==> config.mk <==
export PLATFORM = sky130hd
export DESIGN_NAME = trap_ctrl
export DESIGN_NICKNAME = d
export VERILOG_FILES = /design/src/rtl/trap_pkg.sv /design/src/rtl/trap_irq_prio.sv /design/src/rtl/trap_ctrl.sv
export SDC_FILE = /design/constraint.sdc
export NUM_CORES = 1
export LEC_CHECK = 0
export CAP_MARGIN = 20
export CORE_MARGIN = 3
export CORE_UTILIZATION = 43
export DETAILED_ROUTE_END_ITERATION = 10
export PLACE_DENSITY = 0.84
export SYNTH_ARGS = -nofsm -noshare
export SYNTH_HDL_FRONTEND = slang
export SYNTH_HIERARCHICAL = 1
export SYNTH_SLANG_ARGS = --single-unit
==> constraint.sdc <==
create_clock -name clk -period 6.7 [get_ports clk]
set_clock_uncertainty 0.15 [all_clocks]
set_input_delay 2.01 -clock clk [delete_from_list [all_inputs] [get_ports clk]]
set_output_delay 2.01 -clock clk [all_outputs]
set_load 0.02 [all_outputs]
==> src/rtl/trap_pkg.sv <==
// Shared types and constants for the machine-mode trap controller:
// FSM state encoding, mcause codes and mtvec mode values.
package trap_pkg;

    typedef enum logic [1:0] {
        ST_IDLE     = 2'd0,
        ST_ENTER    = 2'd1,
        ST_REDIRECT = 2'd2,
        ST_RETURN   = 2'd3
    } trap_state_e;

    // Interrupt cause codes (mcause with interrupt bit set)
    localparam int CAUSE_MSI = 3;
    localparam int CAUSE_MTI = 7;
    localparam int CAUSE_MEI = 11;

    // Synchronous exception cause codes; code 10 is reserved
    localparam int EXC_INSN_MISALIGN  = 0;
    localparam int EXC_INSN_FAULT     = 1;
    localparam int EXC_ILLEGAL_INSN   = 2;
    localparam int EXC_BREAKPOINT     = 3;
    localparam int EXC_LOAD_MISALIGN  = 4;
    localparam int EXC_LOAD_FAULT     = 5;
    localparam int EXC_STORE_MISALIGN = 6;
    localparam int EXC_STORE_FAULT    = 7;
    localparam int EXC_ECALL_U        = 8;
    localparam int EXC_ECALL_S        = 9;
    localparam int EXC_ECALL_M        = 11;

    localparam logic [1:0] MTVEC_DIRECT   = 2'd0;
    localparam logic [1:0] MTVEC_VECTORED = 2'd1;

endpackage

==> src/rtl/trap_irq_prio.sv <==
// Masks the interrupt lines with mstatus.MIE and picks one winner:
// external > software > timer.
module trap_irq_prio
    import trap_pkg::*;
#(
    parameter int CAUSE_W = 31
) (
    input  logic               irq_ext,
    input  logic               irq_sw,
    input  logic               irq_timer,
    input  logic               mstatus_mie,
    output logic               irq_take,
    output logic [CAUSE_W-1:0] irq_code
);

    always_comb begin
        irq_take = mstatus_mie & (irq_ext | irq_sw | irq_timer);
        irq_code = '0;
        if (irq_ext) begin
            irq_code = CAUSE_W'(CAUSE_MEI);
        end else if (irq_sw) begin
            irq_code = CAUSE_W'(CAUSE_MSI);
        end else if (irq_timer) begin
            irq_code = CAUSE_W'(CAUSE_MTI);
        end
    end

endmodule

==> src/rtl/trap_ctrl.sv <==
// Machine-mode trap entry / MRET sequencer driving CSR write ports and the
// fetch redirect. Define TRAP_CTRL_VECTOR_EN to enable vectored interrupt targets.
module trap_ctrl
    import trap_pkg::*;
#(
    parameter int XLEN    = 32,
    parameter int CAUSE_W = 31
) (
    input  logic               clk,
    input  logic               rst,
    input  logic               exc_valid,
    input  logic [CAUSE_W-1:0] exc_code,
    input  logic [XLEN-1:0]    exc_pc,
    input  logic [XLEN-1:0]    exc_tval,
    input  logic               mret_valid,
    input  logic [XLEN-1:0]    next_pc,
    input  logic               irq_ext,
    input  logic               irq_sw,
    input  logic               irq_timer,
    input  logic               mstatus_mie,
    input  logic               mstatus_mpie,
    input  logic [29:0]        mtvec_base,
    input  logic [1:0]         mtvec_mode,
    input  logic [XLEN-1:0]    mepc_value,
    output logic [XLEN-1:0]    o_mepc_value,
    output logic               o_mepc_wen,
    output logic               o_mcause_interrupt,
    output logic               o_mcause_interrupt_wen,
    output logic [CAUSE_W-1:0] o_mcause_code,
    output logic               o_mcause_code_wen,
    output logic [XLEN-1:0]    o_mtval_value,
    output logic               o_mtval_wen,
    output logic               o_mstatus_mie,
    output logic               o_mstatus_mie_wen,
    output logic               o_mstatus_mpie,
    output logic               o_mstatus_mpie_wen,
    output logic               busy,
    output logic               flush,
    output logic               redirect_valid,
    output logic [XLEN-1:0]    redirect_pc
);

    trap_state_e        state_q, state_d;
    logic               cap_int_q, cap_int_d;
    logic [CAUSE_W-1:0] cap_code_q, cap_code_d;
    logic [XLEN-1:0]    cap_pc_q, cap_pc_d;
    logic [XLEN-1:0]    cap_tval_q, cap_tval_d;
    logic               cap_mie_q, cap_mie_d;

    logic               irq_take;
    logic [CAUSE_W-1:0] irq_code;

    logic [XLEN-1:0]    mepc_d, mtval_d, redirect_pc_d;
    logic [CAUSE_W-1:0] mcause_code_d;
    logic               mcause_int_d, mie_d, mpie_d;
    logic [5:0]         wen_d;
    logic               busy_d, flush_d, redirect_valid_d;

    logic [XLEN-1:0]    base_addr, trap_target;

    trap_irq_prio #(.CAUSE_W(CAUSE_W)) u_prio (
        .irq_ext     (irq_ext),
        .irq_sw      (irq_sw),
        .irq_timer   (irq_timer),
        .mstatus_mie (mstatus_mie),
        .irq_take    (irq_take),
        .irq_code    (irq_code)
    );

    assign base_addr = XLEN'({mtvec_base, 2'b00});

`ifdef TRAP_CTRL_VECTOR_EN
    // Vectored offset applies to interrupts only; exceptions land on the base
    logic [XLEN-1:0] vec_off;
    assign vec_off     = XLEN'(cap_code_q) << 2;
    assign trap_target = (cap_int_q && mtvec_mode == MTVEC_VECTORED) ?
                         base_addr + vec_off : base_addr;
`else
    logic unused_mtvec_mode;
    assign unused_mtvec_mode = ^mtvec_mode;
    assign trap_target       = base_addr;
`endif

    always_ff @(posedge clk) begin
        if (rst) begin
            state_q    <= ST_IDLE;
            cap_int_q  <= 1'b0;
            cap_code_q <= '0;
            cap_pc_q   <= '0;
            cap_tval_q <= '0;
            cap_mie_q  <= 1'b0;
        end else begin
            state_q    <= state_d;
            cap_int_q  <= cap_int_d;
            cap_code_q <= cap_code_d;
            cap_pc_q   <= cap_pc_d;
            cap_tval_q <= cap_tval_d;
            cap_mie_q  <= cap_mie_d;
        end
    end

    always_comb begin
        state_d    = state_q;
        cap_int_d  = cap_int_q;
        cap_code_d = cap_code_q;
        cap_pc_d   = cap_pc_q;
        cap_tval_d = cap_tval_q;
        cap_mie_d  = cap_mie_q;
        case (state_q)
            ST_IDLE: begin
                if (exc_valid) begin
                    cap_int_d  = 1'b0;
                    cap_code_d = exc_code;
                    cap_pc_d   = exc_pc;
                    cap_tval_d = exc_tval;
                    cap_mie_d  = mstatus_mie;
                    state_d    = ST_ENTER;
                end else if (irq_take) begin
                    cap_int_d  = 1'b1;
                    cap_code_d = irq_code;
                    cap_pc_d   = next_pc;
                    cap_tval_d = '0;
                    cap_mie_d  = mstatus_mie;
                    state_d    = ST_ENTER;
                end else if (mret_valid) begin
                    state_d    = ST_RETURN;
                end
            end
            ST_ENTER:    state_d = ST_REDIRECT;
            ST_REDIRECT: state_d = ST_IDLE;
            ST_RETURN:   state_d = ST_IDLE;
            default:     state_d = ST_IDLE;
        endcase
    end

    // Output values are computed for the state being entered so every port is a flop
    always_comb begin
        mepc_d           = '0;
        mcause_int_d     = 1'b0;
        mcause_code_d    = '0;
        mtval_d          = '0;
        mie_d            = 1'b0;
        mpie_d           = 1'b0;
        wen_d            = 6'b0;
        busy_d           = 1'b0;
        flush_d          = 1'b0;
        redirect_valid_d = 1'b0;
        redirect_pc_d    = '0;
        case (state_d)
            ST_ENTER: begin
                wen_d         = 6'b11_1111;
                mepc_d        = cap_pc_d;
                mcause_int_d  = cap_int_d;
                mcause_code_d = cap_code_d;
                mtval_d       = cap_tval_d;
                mpie_d        = cap_mie_d;
                busy_d        = 1'b1;
                flush_d       = 1'b1;
            end
            ST_REDIRECT: begin
                redirect_valid_d = 1'b1;
                redirect_pc_d    = trap_target;
                busy_d           = 1'b1;
                flush_d          = 1'b1;
            end
            ST_RETURN: begin
                wen_d            = 6'b00_0011;
                mie_d            = mstatus_mpie;
                mpie_d           = 1'b1;
                redirect_valid_d = 1'b1;
                redirect_pc_d    = mepc_value;
                busy_d           = 1'b1;
                flush_d          = 1'b1;
            end
            default: ;
        endcase
    end

    always_ff @(posedge clk) begin
        if (rst) begin
            o_mepc_value           <= '0;
            o_mcause_interrupt     <= 1'b0;
            o_mcause_code          <= '0;
            o_mtval_value          <= '0;
            o_mstatus_mie          <= 1'b0;
            o_mstatus_mpie         <= 1'b0;
            o_mepc_wen             <= 1'b0;
            o_mcause_interrupt_wen <= 1'b0;
            o_mcause_code_wen      <= 1'b0;
            o_mtval_wen            <= 1'b0;
            o_mstatus_mie_wen      <= 1'b0;
            o_mstatus_mpie_wen     <= 1'b0;
            busy                   <= 1'b0;
            flush                  <= 1'b0;
            redirect_valid         <= 1'b0;
            redirect_pc            <= '0;
        end else begin
            o_mepc_value           <= mepc_d;
            o_mcause_interrupt     <= mcause_int_d;
            o_mcause_code          <= mcause_code_d;
            o_mtval_value          <= mtval_d;
            o_mstatus_mie          <= mie_d;
            o_mstatus_mpie         <= mpie_d;
            o_mepc_wen             <= wen_d[5];
            o_mcause_interrupt_wen <= wen_d[4];
            o_mcause_code_wen      <= wen_d[3];
            o_mtval_wen            <= wen_d[2];
            o_mstatus_mie_wen      <= wen_d[1];
            o_mstatus_mpie_wen     <= wen_d[0];
            busy                   <= busy_d;
            flush                  <= flush_d;
            redirect_valid         <= redirect_valid_d;
            redirect_pc            <= redirect_pc_d;
        end
    end

endmodule

**Word-level counts from Yosys, hierarchy flattened**

Index checks and enable logic that the tools add are counted.

- Equal/unequal tests: 6
- Mux-type cells: 27
- Bitwise gates (word level): 5
- Reduce and logical (&&, ||, !) cells: 6

Operators by type and width:

| operator | count |
|---|---|
| 2-to-1 mux 32 bit | 6 |
| 2-to-1 mux 31 bit | 5 |
| one-hot mux 32 bit (2 select lines) | 1 |
| one-hot mux 6 bit (2 select lines) | 1 |
| == test 2 bit, second input constant | 4 |
| 2-to-1 mux 1 bit | 8 |
| OR reduction 2 bit | 4 |
| 2-to-1 mux 2 bit | 3 |
| one-hot mux 2 bit (3 select lines) | 1 |
| == test 2 x 1 -> 1 bit, second input constant | 2 |
| 2-to-1 mux 3 bit | 1 |
| OR reduction 3 bit | 1 |
| logical NOT 2 bit | 1 |
| inverter 1 bit | 2 |
| bitwise OR 1 bit | 2 |
| one-hot mux 1 bit (2 select lines) | 1 |
| AND 1 bit | 1 |

- Bits in registers: 237
- Input port bits: 200
- Output and inout port bits: 139
- Logic and storage cells: 65

**Depth between registers and ports, before layout**

Gate-level depths: netlist (run 1).

- Depth after elaboration: 9
- Depth in mapped cells: 7
- Gate-level depth less buffers: 4

**By module**

The synthesis (run 1) kept the hierarchy.

Modules (own cells, without submodules):

| module | instances | cells an instance | area an instance (µm²) | seq. area each (µm²) |
|---|---|---|---|---|
| trap_ctrl | 1 | 668 | 6,784.0 | 3,743.6 |
| trap_irq_prio | 1 | 33 | 245.2 | 0.0 |

**Worst setup path after synthesis (run 1)**

OpenSTA, ideal clock, no wires.

- Kind: input-to-reg
- From: input irq_sw
- To: register flush
- Setup time: 0.132 ns
- Arrival time: 3.324 ns
- Data required time: 6.418 ns
- Path slack: 3.093 ns
- Stages: 7
- Path through: o31a_2 buf_2 or2_2 clkbuf_1 buf_2 o21ai_1 o21ai_0

- Word-level cells in the longest chain between the ends: 9
- Elaborated cells on any way between the ends: 11
- Classes of those cells: eq/ne (3); mux (4); bitwise (3); reduce/logical (1)

RTL lines:

| element | line | RTL |
|---|---|---|
| start: declaration | trap_ctrl.sv:18 | `input logic irq_sw,` |
| bitwise OR 1 bit * (2 in series) | trap_irq_prio.sv:17 | `irq_take = mstatus_mie & (irq_ext \| irq_sw \| irq_timer);` |
| AND 1 bit * | trap_irq_prio.sv:17 |  |
| 2-to-1 mux 2 bit * | trap_ctrl.sv:118 | `end else if (irq_take) begin` |
| 2-to-1 mux 2 bit * | trap_ctrl.sv:111 | `if (exc_valid) begin` |
| one-hot mux 2 bit (3 select lines) * | trap_ctrl.sv:109 | `case (state_q)` |
| == test 2 bit / == test 2 x 1 -> 1 bit (equally long branches) | trap_ctrl.sv:149 | `case (state_d)` |
| OR reduction 3 bit (no line) * | -- |  |
| 2-to-1 mux 1 bit * | trap_ctrl.sv:149 |  |
| end signal: assignment | trap_ctrl.sv:211 | `flush <= flush_d;` |
| end: declaration | trap_ctrl.sv:38 | `output logic flush,` |

Mark *: on every way between the ends. The rest lies on a longest branch, timed or not.
A chain may end at the register's enable or synchronous reset.

**Worst setup path after layout (run 1)**

- From: input irq_sw
- To: register redirect_pc[29]

- Word-level cells in the longest chain between the ends: 8
- Elaborated cells on any way between the ends: 9
- Classes of those cells: eq/ne (2); mux (4); bitwise (3)

RTL lines:

| element | line | RTL |
|---|---|---|
| bitwise OR 1 bit * (2 in series) | trap_irq_prio.sv:17 |  |
| AND 1 bit * | trap_irq_prio.sv:17 |  |
| net irq_take | trap_ctrl.sv:50 | `logic irq_take;` |
| 2-to-1 mux 2 bit * | trap_ctrl.sv:118 |  |
| 2-to-1 mux 2 bit * | trap_ctrl.sv:111 |  |
| one-hot mux 2 bit (3 select lines) * | trap_ctrl.sv:109 |  |
| == test 2 bit | trap_ctrl.sv:149 |  |
| one-hot mux 32 bit (2 select lines) * | trap_ctrl.sv:149 |  |
| end signal: assignment | trap_ctrl.sv:213 | `redirect_pc <= redirect_pc_d;` |
| end: declaration | trap_ctrl.sv:40 | `output logic [XLEN-1:0] redirect_pc` |

The timed path passes the listed nets; every way through them passes the cells marked *.

==> results of run 1 <==
[report_power, final]
part | switching [mW] | internal (mW) | total [mW]
sequential | 0.0372 | 1.20 | 1.24
clock | 0.464 | 0.539 | 1.00
combinational | 0.284 | 0.285 | 0.569
total | 0.785 | 2.03 | 2.81
[cells by family (layout without fill, tap and decap cells)]
logic type,count (synthesis),after routing
AND/OR/NAND/NOR,283,283
flip-flops,187,187
AO/OA/AOI/OAI,124,124
buffers and inverters,106,381
other,1,29
[path summary, 6_finish.rpt]
path,slack (ns),startpoint,cells past startpoint,to
max,2.18,irq_sw,7,redirect_pc[29]
min,0.33,cap_int_q,2,o_mcause_interrupt
max reg2reg,4.34,state_q[0],4,o_mepc_value[27]
min reg2reg,0.33,cap_int_q,2,o_mcause_interrupt
[registers in the layout, indices dropped and copies added, names as in the netlist, 2 cells and up]
register / flops
state_q: 2
cap_pc_q: 19
o_mtval_value: 32
cap_code_q: 30
o_mcause_code: 31
o_mepc_value: 32
redirect_pc: 32
[cell usage after synthesis (all sizes together), types with 22 or more instances]
library cell  instances  share of area (%)
or2                  22                2.0
a22o                 30                3.7
dfxtp               187                 53
nor4                 56                5.9
clkbuf               37                2.0
o21ai                24                1.7
nor3                 41                3.1
and2                 33                2.9
buf                  66                6.6
or4b                 41                5.9
nor2                 77                5.3
a21oi                51                4.0
[cell type report]
class	instances	area (um2)	share of cell area [%]
clock inverters	14	150	1.39
repair buffers	346	3430	31.7
multi-input cells	434	2770	25.6
flip-flops and latches	187	3740	34.6
well taps	216	270	2.50
diodes	2	5.00	0.0462
inverters	3	11.3	0.104
clock buffers	18	439	4.06
[routing by layer]
metal / share of wire [%] / GRT usage, % / wire length (um)
met5: 0 / 0 / 0
met4: 3.2 / 9.83 / 745
met3: 8.6 / 8.93 / 2020
met2: 52 / 44.8 / 12100
met1: 37 / 27.2 / 8600
[tightest hold or removal path, delay by kind of cell, from the launching register on]
family             cells  cell delay (ns)
AOI/OAI and AO/OA      1             0.05
DFF                    1             0.32
and+or+nand+nor        1             0.07
==> metrics.txt, run 1 <==
run status=complete, no violations; Layout Cells excl Fill=1,220; arrival time worst endpoint=4.73 ns; post-synthesis share of cell area spent on full adders, half adders and majority gates=0%; overall die height=134 um; detailed-route wire length per cell=19.3 um; quantity of gates resized following cts=0; standard cell area after detailed placement=0.0102 mm2; Total Routed Length=23,500 um; post-synthesis cell type count=41; hold violation count in the final report=0; number of global-route vias before repair=6,062; layout overhead on the synthesized area=54.0%; number of nets still failing antenna checks after routing=0; post-route total power=2.81 mW; Die X=134 um; required time reported for the critical path endpoint=6.91 ns; core region area=0.0159 mm2; Crit Path Category=in -> reg; initial core utilization=44.1%; nature of the critical path endpoint=flop; most frequent standard cell in the layout excluding fill and tap cells=sky130_fd_sc_hd__clkdlybuf4s50_1; standard-cell rows=46; areal power density over the cells=260 mW/mm2; Worst Setup Start Kind=primary input; worst-path cell with the longest stage delay=sky130_fd_sc_hd__and2_1; maximum VDD drop=194 uV; Skew-Pair Late Insertion Delay=0.42 ns; Cell Area, Synth=0.00703 mm2; count of endpoints failing setup in the final report=0; input/output buffers=336; maximum buffer depth of the clock tree=2; final total negative setup slack=0 ns; max-cap violations=0; Slowest Stage Delay on Critical Path=0.66 ns; primary flip-flop cell chosen by synthesis mapping=sky130_fd_sc_hd__dfxtp_1; family with the most delay on the worst path=simple AND/OR/NAND/NOR gates; total global-route track usage=25.1%; wire length of the first global-routing pass=35,000 um; number of clock sinks seen by CTS=187; TritonCTS clock tree=built; cell area after layout=0.0108 mm2; Initial DRT Pass Iterations=5; pre-CTS WS=1.62 ns; dominant combinational cell family by area after synthesis=simple AND/OR/NAND/NOR gates; Post-synth EDFFs=0; DR iter-0 viols=301; parity-gate share of the synthesized area counting xor and xnor cells=0%; Root Driver=sky130_fd_sc_hd__clkbuf_16; pin count of the biggest net entering global routing=58; maximum level of the CTS H-tree=4; number of antenna violations at the first check in global routing=2; CP Max Fanout=44; TritonCTS Buffers=17; total of flip-flops plus latches after synthesis=187; final core area utilization=67.9%; hold-fix buffers at CTS=0; number of max-slew violations in the final report=0; proportion of layout cells with a drive suffix above 1=10.9%; Post-Route Hold Slack=0.329 ns; simple-gate area share of the yosys netlist=26.4%; count of unresolved DRC violations after routing=0; class of the most critical hold timing path=reg -> reg; mean instance size in the synthesized netlist=10.0 um2; async set or reset register ratio after synthesis=0%; final weighted congestion in routability-driven placement=0.830; WP buf/inv=3; post-synthesis compound-gate area fraction=11.6%; ports placed on the boundary=339; count of placed standard cells including taps=1,185; # fillers=1,207; cell-by-cell trace of the critical path=clkdlybuf4s50_1, o31a_2, buf_4, nor3b_1, and2_1, buf_6, a22o_1; share of cell area taken by muxes after synthesis=0%; total number of vias=6,219; relative max-transition margin=36.0%; final layout net count=1,189; RSZ-0062 raised after global routing=no; commonest cells after routing, fill and taps aside=sky130_fd_sc_hd__clkdlybuf4s50_1 (334), sky130_fd_sc_hd__dfxtp_1 (186), sky130_fd_sc_hd__nor2_1 (65); post-CTS setup buffer count=0; pin slew with the least headroom to its limit=0.959 ns; leakage power total=4.08 nW; aggregate global routing overflow=0; Setup WS post-layout=2.18 ns; per-cell via count in the routed design=5.10; number of instances in the synthesized netlist=701; HPWL Detailed=17,000 um; Tmin final=4.52 ns; Clk pin slew, worst setup/hold paths=0.07 ns; highest clock rate=0.221 GHz; portion of the post-synthesis area used by sequential elements=53.3%; share of the cycle needed by the critical path after routing=67.5%; count of synthesis-stage warnings from yosys=6; Die ar.=0.0179 mm2
Note: power is estimated with default switching activity, not from simulation.
==> inputs of run 2 (changes only) <==
--- a/config.mk
+++ b/config.mk
@@ -7,9 +7,9 @@
 export LEC_CHECK = 0
 export CAP_MARGIN = 20
 export CORE_MARGIN = 3
-export CORE_UTILIZATION = 43
+export CORE_UTILIZATION = 36
 export DETAILED_ROUTE_END_ITERATION = 10
-export PLACE_DENSITY = 0.84
+export PLACE_DENSITY = 0.75
 export SYNTH_ARGS = -nofsm -noshare
 export SYNTH_HDL_FRONTEND = slang
 export SYNTH_HIERARCHICAL = 1
==> constraint.sdc (replaced) <==
create_clock -name clk -period 4.1 [get_ports clk]
set_clock_uncertainty 0.15 [all_clocks]
set_input_delay 1.23 -clock clk [delete_from_list [all_inputs] [get_ports clk]]
set_output_delay 1.23 -clock clk [all_outputs]
set_load 0.02 [all_outputs]
==> metrics.txt, run 2 (synthesized netlist as in run 1, its figures left out) <==
nature of the critical path endpoint=flop; arrival time worst endpoint=3.35 ns; number of max-slew violations in the final report=0; WP buf/inv=2; TritonCTS Buffers=17; total number of vias=6,222; quantity of gates resized following cts=0; most frequent standard cell in the layout excluding fill and tap cells=sky130_fd_sc_hd__clkdlybuf4s50_1; Setup crit start=irq_sw; Initial DRT Pass Iterations=4; Tmin final=3.14 ns; Power Internal=3.31 mW; pin count of the biggest net entering global routing=50; total global-route track usage=22.0%; aggregate global routing overflow=0; DR iter-0 viols=239; core region area=0.0190 mm2; share of the cycle needed by the critical path after routing=76.7%; sequential share of power=43.9%; switching portion of total power=28.4%; class of the most critical hold timing path=reg -> reg; Reg2Reg Capture Point=cap_code_q[29]; required time reported for the critical path endpoint=4.31 ns; clock share of power=36.0%; worst hold path endpoint=cap_int_q; critical register-to-register path startpoint=state_q[0]; Root Driver=sky130_fd_sc_hd__clkbuf_16; commonest cells after routing, fill and taps aside=sky130_fd_sc_hd__clkdlybuf4s50_1 (334), sky130_fd_sc_hd__dfxtp_1 (185), sky130_fd_sc_hd__nor2_1 (65); proportion of layout cells with a drive suffix above 1=11.3%; per-cell via count in the routed design=4.91; CP Max Fanout=30; Sw Pwr=1.31 mW; maximum level of the CTS H-tree=4; worst hold path startpoint=cap_int_q; top flop regs=o_mepc_value: 32 flops, o_mtval_value: 32 flops, redirect_pc: 32 flops; count of unresolved DRC violations after routing=0; maximum VDD drop=278 uV; combinational power share=20.0%; number of nets still failing antenna checks after routing=0; ports placed on the boundary=339; TritonCTS clock tree=built; initial core utilization=37.1%; input/output buffers=336; run status=complete, no violations; number of clock sinks seen by CTS=187; max-cap violations=0; Total Routed Length=23,700 um; count of cell instances traversed by the critical path=6; number of antenna violations at the first check in global routing=5; number of global-route vias before repair=6,174; final total negative setup slack=0 ns; r2r setup slk=1.78 ns; Clk pin slew, worst setup/hold paths=0.07 ns; pin slew with the least headroom to its limit=0.922 ns; maximum buffer depth of the clock tree=2; Skew-Pair Late Insertion Delay=0.43 ns; detailed-route wire length per cell=18.7 um; Slowest Stage Delay on Critical Path=0.49 ns; worst hold path depth=2; hold-fix buffers at CTS=0; cell-by-cell trace of the critical path=clkdlybuf4s50_1, o31a_2, nor3b_1, and2_1, buf_4, a22o_1; leakage power total=4.12 nW; post-CTS setup buffer count=0; # fillers=1,637; wire length of the first global-routing pass=36,800 um; HPWL Detailed=17,100 um; Die X=146 um; family with the most delay on the worst path=buffers and inverters; areal power density over the cells=423 mW/mm2; layout overhead on the synthesized area=55.5%; final weighted congestion in routability-driven placement=0.827; Worst Reg-to-Reg Cells=4; RSZ-0062 raised after global routing=no; final layout net count=1,193; highest clock rate=0.318 GHz; standard-cell rows=50; Worst Setup Start Kind=primary input; count of endpoints failing setup in the final report=0; relative max-transition margin=38.5%; Post-Route Hold Slack=0.340 ns; overall die height=146 um; worst-path cell with the longest stage delay=sky130_fd_sc_hd__nor3b_1; Crit Path Category=in -> reg; hold violation count in the final report=0; Die ar.=0.0212 mm2
## run 2: worst min-delay path, cell delays in order, from the launching register on
cell and delay (ns):
sky130_fd_sc_hd__dfxtp_1 0.33, sky130_fd_sc_hd__a21boi_2 0.06, sky130_fd_sc_hd__nor2_1 0.07
## run 2: worst max-delay path by stage
stage                            end  slack [ns]
floorplan                      flush        1.27
CTS                 o_mepc_value[25]        0.80
detailed placement      cap_pc_q[25]        0.44
global placement        cap_pc_q[25]        0.48
global route         redirect_pc[21]        0.84
finish               redirect_pc[21]        0.96
## run 2: metrics by stage
step                utilization [%]  setup slack, ns  area (um2)  total power [mW]  instances
floorplan                         -             1.27        7130              2.56        727
global placement               54.4            0.483       10300              2.99       1233
detailed placement             54.4            0.436       10300              3.01       1233
CTS                            57.6            0.796       10900              4.68       1265
global route                   57.7            0.838       10900              4.83       1267
finish                         57.7            0.956       10900              4.63       1267
## run 2: routing by layer
layer | track usage, % | wire length (um) | vias to the layer above
met2 | 38.1 | 12000 | 229
met3 | 9.16 | 2100 | 29
met1 | 25.2 | 9160 | 2938
met4 | 5.51 | 411 | 8
li1 | - | - | 3018
met5 | 0 | 47 | -
## run 2: power groups by stage
stage / sequential [mW] / clock, mW / combinational [mW]
after floorplan: 2.15 / 0 / 0.409
after global placement: 2.07 / 0 / 0.916
after detailed placement: 2.08 / 0 / 0.930
after CTS: 2.04 / 1.71 / 0.936
after global routing: 2.05 / 1.78 / 0.999
final: 2.03 / 1.67 / 0.927
## run 2: area by class of cell
| class | count | area, um2 | share of cell area [%] |
|---|---|---|---|
| flip-flops and latches | 187 | 3750 | 34.3 |
| repair buffers | 350 | 3470 | 31.8 |
| multi-input cells | 434 | 2770 | 25.4 |
| clock buffers | 17 | 425 | 3.89 |
| well taps | 260 | 325 | 2.98 |
| clock inverters | 15 | 175 | 1.60 |
| inverters | 3 | 11.3 | 0.103 |
| diodes | 1 | 2.50 | 0.0229 |
